### config.mk
export PLATFORM = sky130hd
export DESIGN_NAME = mix_columns
export DESIGN_NICKNAME = d
export VERILOG_FILES = /design/src/rtl/mix_columns.sv
export SDC_FILE = /design/constraint.sdc
export NUM_CORES = 1
export LEC_CHECK = 0
export ABC_AREA = 1
export CAP_MARGIN = 30
export CORE_MARGIN = 2
export CORE_UTILIZATION = 55
export DETAILED_ROUTE_END_ITERATION = 16
export PLACE_DENSITY = 0.74
export SLEW_MARGIN = 20
export SYNTH_ARGS = -nofsm -noshare
export SYNTH_HDL_FRONTEND = slang
export SYNTH_SLANG_ARGS = --single-unit
### constraint.sdc
create_clock -name clock -period 5.36 [get_ports clock]
set_clock_uncertainty 0.2 [all_clocks]
set_input_delay 1.072 -clock clock [delete_from_list [all_inputs] [get_ports clock]]
set_output_delay 1.072 -clock clock [all_outputs]
set_load 0.05 [all_outputs]
### src/rtl/mix_columns.sv
// mix_columns: byte-serial AES MixColumns.
// One column byte enters per clock (row order 0..3). Four row accumulators
// fold in GFmul(M[r][p], in_byte); when the 4th byte (p==3) lands, the four
// row results are loaded into an output shift register and streamed out
// row 0..3 on the following four cycles.
//
// Ports:
//   clock     - single clock, rising edge
//   reset     - synchronous, active-high
//   in_byte   - column byte, one per cycle
//   enable    - per-bit accumulator keep mask (00 = first byte of a column)
//   inverse   - (only with MIXCOLUMNS_INV_EN) selects InvMixColumns matrix
//   out_byte  - registered result byte
//   out_valid - high while out_byte carries a result row
//
// Build option: define MIXCOLUMNS_INV_EN to add the inverse port.

// Per-row accumulator lane.
module mix_columns_row (
  input  logic       clock,
  input  logic       reset,
  input  logic [7:0] in_byte,
  input  logic [7:0] enable,
  input  logic [7:0] coef,
  output logic [7:0] acc_nxt
);
  logic [7:0] acc;

  // GF(2^8) multiply, polynomial 0x11B (shift-and-add with xtime).
  function automatic logic [7:0] gf_mul(input logic [7:0] a, input logic [7:0] b);
    logic [7:0] x, r;
    x = a;
    r = 8'h00;
    for (int i = 0; i < 8; i++) begin
      if (b[i]) r = r ^ x;
      x = {x[6:0], 1'b0} ^ (x[7] ? 8'h1B : 8'h00);
    end
    return r;
  endfunction

  // enable is applied bitwise; 00 restarts, FF keeps the running sum.
  assign acc_nxt = (acc & enable) ^ gf_mul(coef, in_byte);

  always_ff @(posedge clock) begin
    if (reset) acc <= 8'h00;
    else       acc <= acc_nxt;
  end
endmodule

module mix_columns (
  input  logic       clock,
  input  logic       reset,
  input  logic [7:0] in_byte,
  input  logic [7:0] enable,
`ifdef MIXCOLUMNS_INV_EN
  input  logic       inverse,
`endif
  output logic [7:0] out_byte,
  output logic       out_valid
);
  localparam int NUM_LANES = 4;

  // Row 0 coefficients; row r is row 0 rotated right by r, so
  // M[r][p] = ROW0[(p - r) mod 4].
  localparam logic [NUM_LANES-1:0][7:0] FWD_ROW0 = {8'h01, 8'h01, 8'h03, 8'h02};
  localparam logic [NUM_LANES-1:0][7:0] INV_ROW0 = {8'h09, 8'h0D, 8'h0B, 8'h0E};

  logic [NUM_LANES-1:0][7:0] base;
  logic [NUM_LANES-1:0][7:0] acc_nxt;
  logic [NUM_LANES-1:0][7:0] out_sr;
  logic [NUM_LANES-1:0]      vld_pipe;
  logic [1:0]                pos, p;

`ifdef MIXCOLUMNS_INV_EN
  assign base = inverse ? INV_ROW0 : FWD_ROW0;
`else
  assign base = FWD_ROW0;
`endif

  // A zero mask marks byte 0; anything else advances the position.
  assign p = (enable == 8'h00) ? 2'd0 : pos + 2'd1;

  for (genvar r = 0; r < NUM_LANES; r++) begin : g_row
    logic [1:0] sel;
    assign sel = p - 2'(r);
    mix_columns_row u_row (
      .clock   (clock),
      .reset   (reset),
      .in_byte (in_byte),
      .enable  (enable),
      .coef    (base[sel]),
      .acc_nxt (acc_nxt[r])
    );
  end

  // vld_pipe[i] marks that out_sr[i] still holds an unsent row; shifting
  // the data only while a later row is pending leaves row 3 parked on
  // out_byte once the stream ends.
  always_ff @(posedge clock) begin
    if (reset) begin
      pos      <= 2'd0;
      vld_pipe <= '0;
      out_sr   <= '0;
    end else begin
      pos <= p;
      if (p == 2'd3) begin
        out_sr   <= acc_nxt;
        vld_pipe <= '1;
      end else begin
        vld_pipe <= {1'b0, vld_pipe[NUM_LANES-1:1]};
        if (vld_pipe[1]) out_sr <= {8'h00, out_sr[NUM_LANES-1:1]};
      end
    end
  end

  assign out_byte  = out_sr[0];
  assign out_valid = vld_pipe[0];
endmodule

Word-level counts from Yosys, hierarchy flattened
Index checks and enable logic that the tools add are counted.
Storage, ports and cells
  input port bits: 18
  flip-flop bits (word level): 70
  output and inout port bits: 9
  logic and storage cells: 157
Cells by class
  reduce and logical (&&, ||, !) cells: 2
  equality and inequality tests: 1
  $add $sub $neg: 4
  magnitude comparators: 4
  mux-type cells: 72
  bitwise logic cells: 64
Operators with widths (number)
  $xor 8x8->8: 60
  $mux 8: 36
  $mux 5: 28
  $bmux 8 s2: 4
  $mux 32: 2
  $and 8x8->8: 4
  $lt 2x3->1 const B: 4
  $logic_not 8->1: 1
  $mux 4: 1
  $sub 2x2->2 const B: 2
  $add 2x1->2 const B: 1
  $eq 2x2->1 const B: 1
  $mux 2: 1
  $reduce_bool 2->1: 1
  $sub 2x1->2 const B: 1

Logic depth before layout (Yosys ltp)
  word-level depth: 23
  mapped depth: 16
  gate-level depth less buffers: 14

Hierarchy
A second synthesis with hierarchy kept.
Second synthesis, totals
  cells, all modules: 1796
  area, all modules: 9923.3 um2
Modules (own cells, without submodules)
  mix_columns_row: sequential area each 160.2 um2, area each 2014.4 um2, cells an instance 395, times used 4
  mix_columns: sequential area each 760.7 um2, area each 1865.5 um2, cells an instance 216, times used 1

Least setup slack after synthesis
Ideal clock, no wire load.
  path type: in2reg
  start point: in enable[6]
  end point: reg out_sr[30] (netlist name)
  required time: 5028 ps
  stages: 16
  slack: 2468 ps
  buffers on the path: 2
  data arrival time: 2560 ps
  library setup time: 132 ps
  cells stage by stage: inv_1 > nand2_1 > nor2_1 > nand2_2 > nand2_4 > buf_6 > ha_1 > buf_2 > inv_2 > nand2_1 > xor2_1 > inv_1 > nand3_1 > nand2_1 > nand2_1 > a21oi_1
On the way
  word-level cells in the longest chain between the ends: 22
  elaborated cells between the ends (all ways): 37
RTL lines
  from (decl): line 54  | input logic [7:0] enable,
  $logic_not 8->1: line 81  | assign p = (enable == 8'h00) ? 2'd0 : pos + 2'd1;
  $mux 2: line 81
  $sub 2x2->2: line 85  | assign sel = p - 2'(r);
  $bmux 8 s2: line 91  | .coef (base[sel]),
  $mux 8 (implied by the code): line 91
  $mux 8 / $xor 8x8->8 (equally long branches): line 35, 36
  $xor 8x8->8: line 35  | if (b[i]) r = r ^ x;
  $mux 8: line 35
  (+6 left out)
  $xor 8x8->8: line 35
  $mux 8: line 35
  $xor 8x8->8: line 35
  $mux 8: line 35
  $xor 8x8->8: line 35
  $mux 8: line 35
  $xor 8x8->8: line 42  | assign acc_nxt = (acc & enable) ^ gf_mul(coef, in_byte);
  $mux 32: line 106  | if (p == 2'd3) begin
  to (signal assigned): line 107  | out_sr <= acc_nxt;
  to (signal assigned): line 111  | if (vld_pipe[1]) out_sr <= {8'h00, out_sr[NUM_LANES-1:1]};
  to (decl): line 70  | logic [NUM_LANES-1:0][7:0] out_sr;
Several ways; a longest one is shown, not always the timed one. The select of a mux whose other input is x is not followed.
A chain may end at the register's enable or synchronous reset.

Worst setup path in the final report
  start point: in enable[4]
  end point: reg out_sr (netlist bit out_byte[5])
On the way
  word-level cells in the longest chain between the ends: 21
  elaborated cells between the ends (all ways): 36
RTL lines
  $logic_not 8->1 *: line 81
  $mux 2 *: line 81
  named net g_row[0].sel[1]: line 84  | logic [1:0] sel;
  $bmux 8 s2: line 91
  $mux 8 (implied by the code): line 91
  $mux 8, or another cell as far along: line 35
  $xor 8x8->8, on equally long branches: line 35, 36
  $mux 8 / $xor 8x8->8 (equally long branches): line 35, 36
  (+6 left out)
  $xor 8x8->8: line 35
  $mux 8: line 35
  $xor 8x8->8: line 35
  $mux 8: line 35
  $xor 8x8->8: line 35
  $mux 8: line 35
  $xor 8x8->8: line 42
  $mux 32: line 106
Mark *: on every way through the listed nets, which the timed path passes. The rest lies on a longest branch. The select of a mux whose other input is x is not followed.

==> metrics.md <==
| Metric | Value |
|---|---|
| Reg2reg end | `out_byte[5]$_SDFFE_PP0P_` |
| FF+latch count, synth | `70` |
| Worst skew pair latency | `about 0.35 ns` |
| Pre-CTS setup slack | `between 1 and 1.5 ns` |
| CP Class | `input port to flip-flop` |
| DRT Pass-1 Iters | `5` |
| Vias in the first global route | `2843` |
| Largest net degree at the start of global routing | `45` |
| GRT overflow | `0` |
| CP delay by family, top | `buffers and inverters` |
| Initial antenna violation count | `0` |
| CTS tree | `yes` |
| Endpoint, Worst Hold | `vld_pipe[1]$_SDFF_PP0_` |
| Worst R2R Setup Slack | `~2.4 ns` |
| Hold Vio Cnt, Final | `0` |
| Worst-path cell chain | `clkdlybuf4s50_1 -> inv_1 -> nand2_1 -> nor2_1 -> nand2_2 -> nand2_4 -> inv_2 -> ha_1 -> inv_2 -> nor2_2 -> inv_1 -> o21ai_0` |
| Mapped Cells | `525` |
| Hold/Removal Path Class | `flip-flop to flip-flop` |
| Fraction of layout instances using a drive strength above 1 | `0.0575` |
| Nets@finish | `about 560` |
| Routed vias | `approximately 3100` |
| Total GRT Usage | `0.250` |
| Post-DP HPWL | `between 5000 and 6000 um` |
| CP max FO | `15` |
| Standard-cell rows | `29` |
| Leak | `1.81 nW` |
| Slew @ Worst Pin | `roughly 0.75 ns` |
| Ys async rst share | `0` |
| Chip Height | `around 85 um` |
| Slowest library cell on the worst path | `ha_1` |
| CP Launch Type | `input port` |
| Port Buffers | `26` |
| DIE AREA | `0.00727 mm^2` |
| Inserted Clock Buffers | `9` |
| Post-DR wirelength/cell | `approximately 14 um` |
| Setup TNS | `0 ns` |
| Number of unique standard cell types used by synthesis | `29` |
| Drt via density | `5.06` |
| Slew Limit Fails | `0` |
| Post-synth EDFFs | `0` |
| Clock share of power | `0.288` |
| Syn_nets | `547` |
| Seq pwr share | `0.407` |
| First-pass GRT wire length | `between 10000 and 15000 um` |
| IO Count | `27` |
| VDD IR-drop max | `between 0.0002 and 0.00025 V` |
| Clk buf depth | `2` |
| Critical Path AT | `roughly 4 ns` |
| RSZ-0062 raised after global routing | `false` |
| Worst-case reg-to-reg path depth | `8` |
| DRC viols | `0` |
| Max-Cap Viols | `0` |
| Sw power | `~0.00055 W` |
| WL final | `~8400 um` |
| Worst r2r src | `pos[1]$_SDFF_PP0_` |
| Register area share after synthesis | `0.386` |
| Final Cycle Share | `0.732` |
| Starting Density | `0.569` |
| Clock Tree Root | `clkbuf_8` |
| Total core area | `approximately 0.0064 mm^2` |
| Cell area after synthesis | `~0.0036 mm^2` |
| Internal | `0.00100 W` |
| Critical Path End Type | `flip-flop` |
| Fmax | `255 MHz` |
| Clk slew on worst S/H paths | `0.07 ns` |
| Status | `completed` |
| Htree depth | `3` |
| Combinational Power Share | `0.305` |
| Power density over the cells | `between 300 and 400 mW/mm^2` |
| Setup violations, final | `0` |
| FILL cells | `~590` |
| Worst Hold Path Cells | `2` |
| Most common library cell in the layout ignoring fill and taps | `nand2_1` |
| Final hold slack | `0.244 ns` |
| Synth Warn # | `0` |
| Routability Congestion | `between 0.8 and 0.9` |
| Diode count | `0` |
| Die extent in x | `approximately 85 um` |
| Fin crit period | `3.92 ns` |
| Bufs and invs on worst path | `5` |
| CP peak stage delay | `~0.6 ns` |
| Most frequent cells in the layout | `188 x nand2_1, 70 x dfxtp_1, 54 x inv_1, 48 x xor2_1, 39 x nor2_1` |
| Min-delay src | `vld_pipe[2]$_SDFF_PP0_` |
| Sw Ratio | `0.355` |
| CTS sink count | `70` |
| CTS resizes | `0` |
| 1st-iter DRT viols | `220` |
| Post-route ant nets | `0` |
| Top_reg_cell synth | `dfxtp_1` |
| Area delta synth->final | `11.3%` |
| Final Util | `0.633` |
| Setup ws final | `around 1.4 ns` |
| Critical path required time | `around 5.4 ns` |
| Setup Buffers After CTS | `0` |
| Max transition margin | `0.500` |
| CTS Hold Bufs | `0` |
| Synth Area per Inst | `6.92 um^2` |
[state kept, by name, indices dropped and copies added, names as in the netlist]
signal	cells
g_row.u_row.acc	32
out_sr	24
vld_pipe	4
out_byte	8
pos	2
[worst min-delay path, delay by kind of cell, from the launching register on]
kind	cells	cell delay, ns
and+or+nand+nor	2	0.09
DFF	1	0.31
[worst max path at each step]
stage | end | slack [ns] | start | cells after the start
floorplan | out_sr[30]$_SDFFE_PP0P_ | 2.47 | enable[6] | 16
global placement | out_byte[5]$_SDFFE_PP0P_ | 1.21 | enable[6] | 12
detailed placement | out_byte[5]$_SDFFE_PP0P_ | 1.07 | enable[6] | 12
CTS | out_byte[5]$_SDFFE_PP0P_ | 1.44 | enable[6] | 12
global route | out_byte[5]$_SDFFE_PP0P_ | 1.18 | enable[1] | 12
finish | out_byte[5]$_SDFFE_PP0P_ | 1.44 | enable[4] | 12
[layer usage]
layer	global-route usage	routed length, um
met1	0.365	4080
met2	0.366	3680
met3	0.0418	489
met4	0.0981	122
met5	0	0
[through the flow]
step                area (um^2)  std cells  total power, W
finish                     4040        616         0.00155
global placement           3830        600         0.00110
global route               4040        616         0.00164
detailed placement         3830        600         0.00111
CTS                        4040        616         0.00155
floorplan                  3630        525        0.000998
[cell families (layout without fill, tap and decap cells)]
group,after synthesis,in the layout,share of synthesized area
compound gates,52,52,0.0744
buf+inv,90,104,0.107
xor+xnor,57,57,0.137
fa+ha+maj,4,4,0.0138
flops,70,70,0.386
simple gates,252,252,0.281
[power by group through the flow]
stage	Sequential [W]	Clock, W	Combinational [W]
floorplan	0.000639	0	0.000359
global route	0.000639	0.000474	0.000529
detailed placement	0.000642	0	0.000465
global placement	0.000641	0	0.000457
finish	0.000632	0.000448	0.000474
CTS	0.000631	0.000452	0.000468
[layout make-up]
| type | instances | area [um^2] | area share |
|---|---|---|---|
| Tap cell | 77 | 96.3 | 0.0238 |
| Clock inverter | 5 | 57.6 | 0.0142 |
| Timing Repair Buffer | 27 | 268 | 0.0662 |
| Clock buffer | 11 | 151 | 0.0374 |
| Inverter | 61 | 229 | 0.0566 |
| Multi-Input combinational cell | 365 | 1840 | 0.455 |
| Sequential cell | 70 | 1400 | 0.347 |
[synth_stat cells, types with 2 or more instances]
cell type / count / area share
buf_2: 6 / 0.0083
ha_1: 4 / 0.014
clkbuf_1: 12 / 0.012
xor2_1: 48 / 0.12
dfxtp_1: 70 / 0.39
o21ai_1: 13 / 0.018
o22ai_1: 5 / 0.0086
a21oi_1: 14 / 0.019
a31oi_1: 3 / 0.0052
nor2_4: 2 / 0.0062
inv_1: 54 / 0.056
nor2_1: 39 / 0.040
o21ai_0: 17 / 0.023
nand3_1: 10 / 0.014
xnor2_1: 9 / 0.022
and2_1: 3 / 0.0052
inv_2: 6 / 0.0062
nand3b_1: 3 / 0.0062
nand2_1: 188 / 0.19
buf_4: 10 / 0.021
Power figures use the tool's default switching activity.
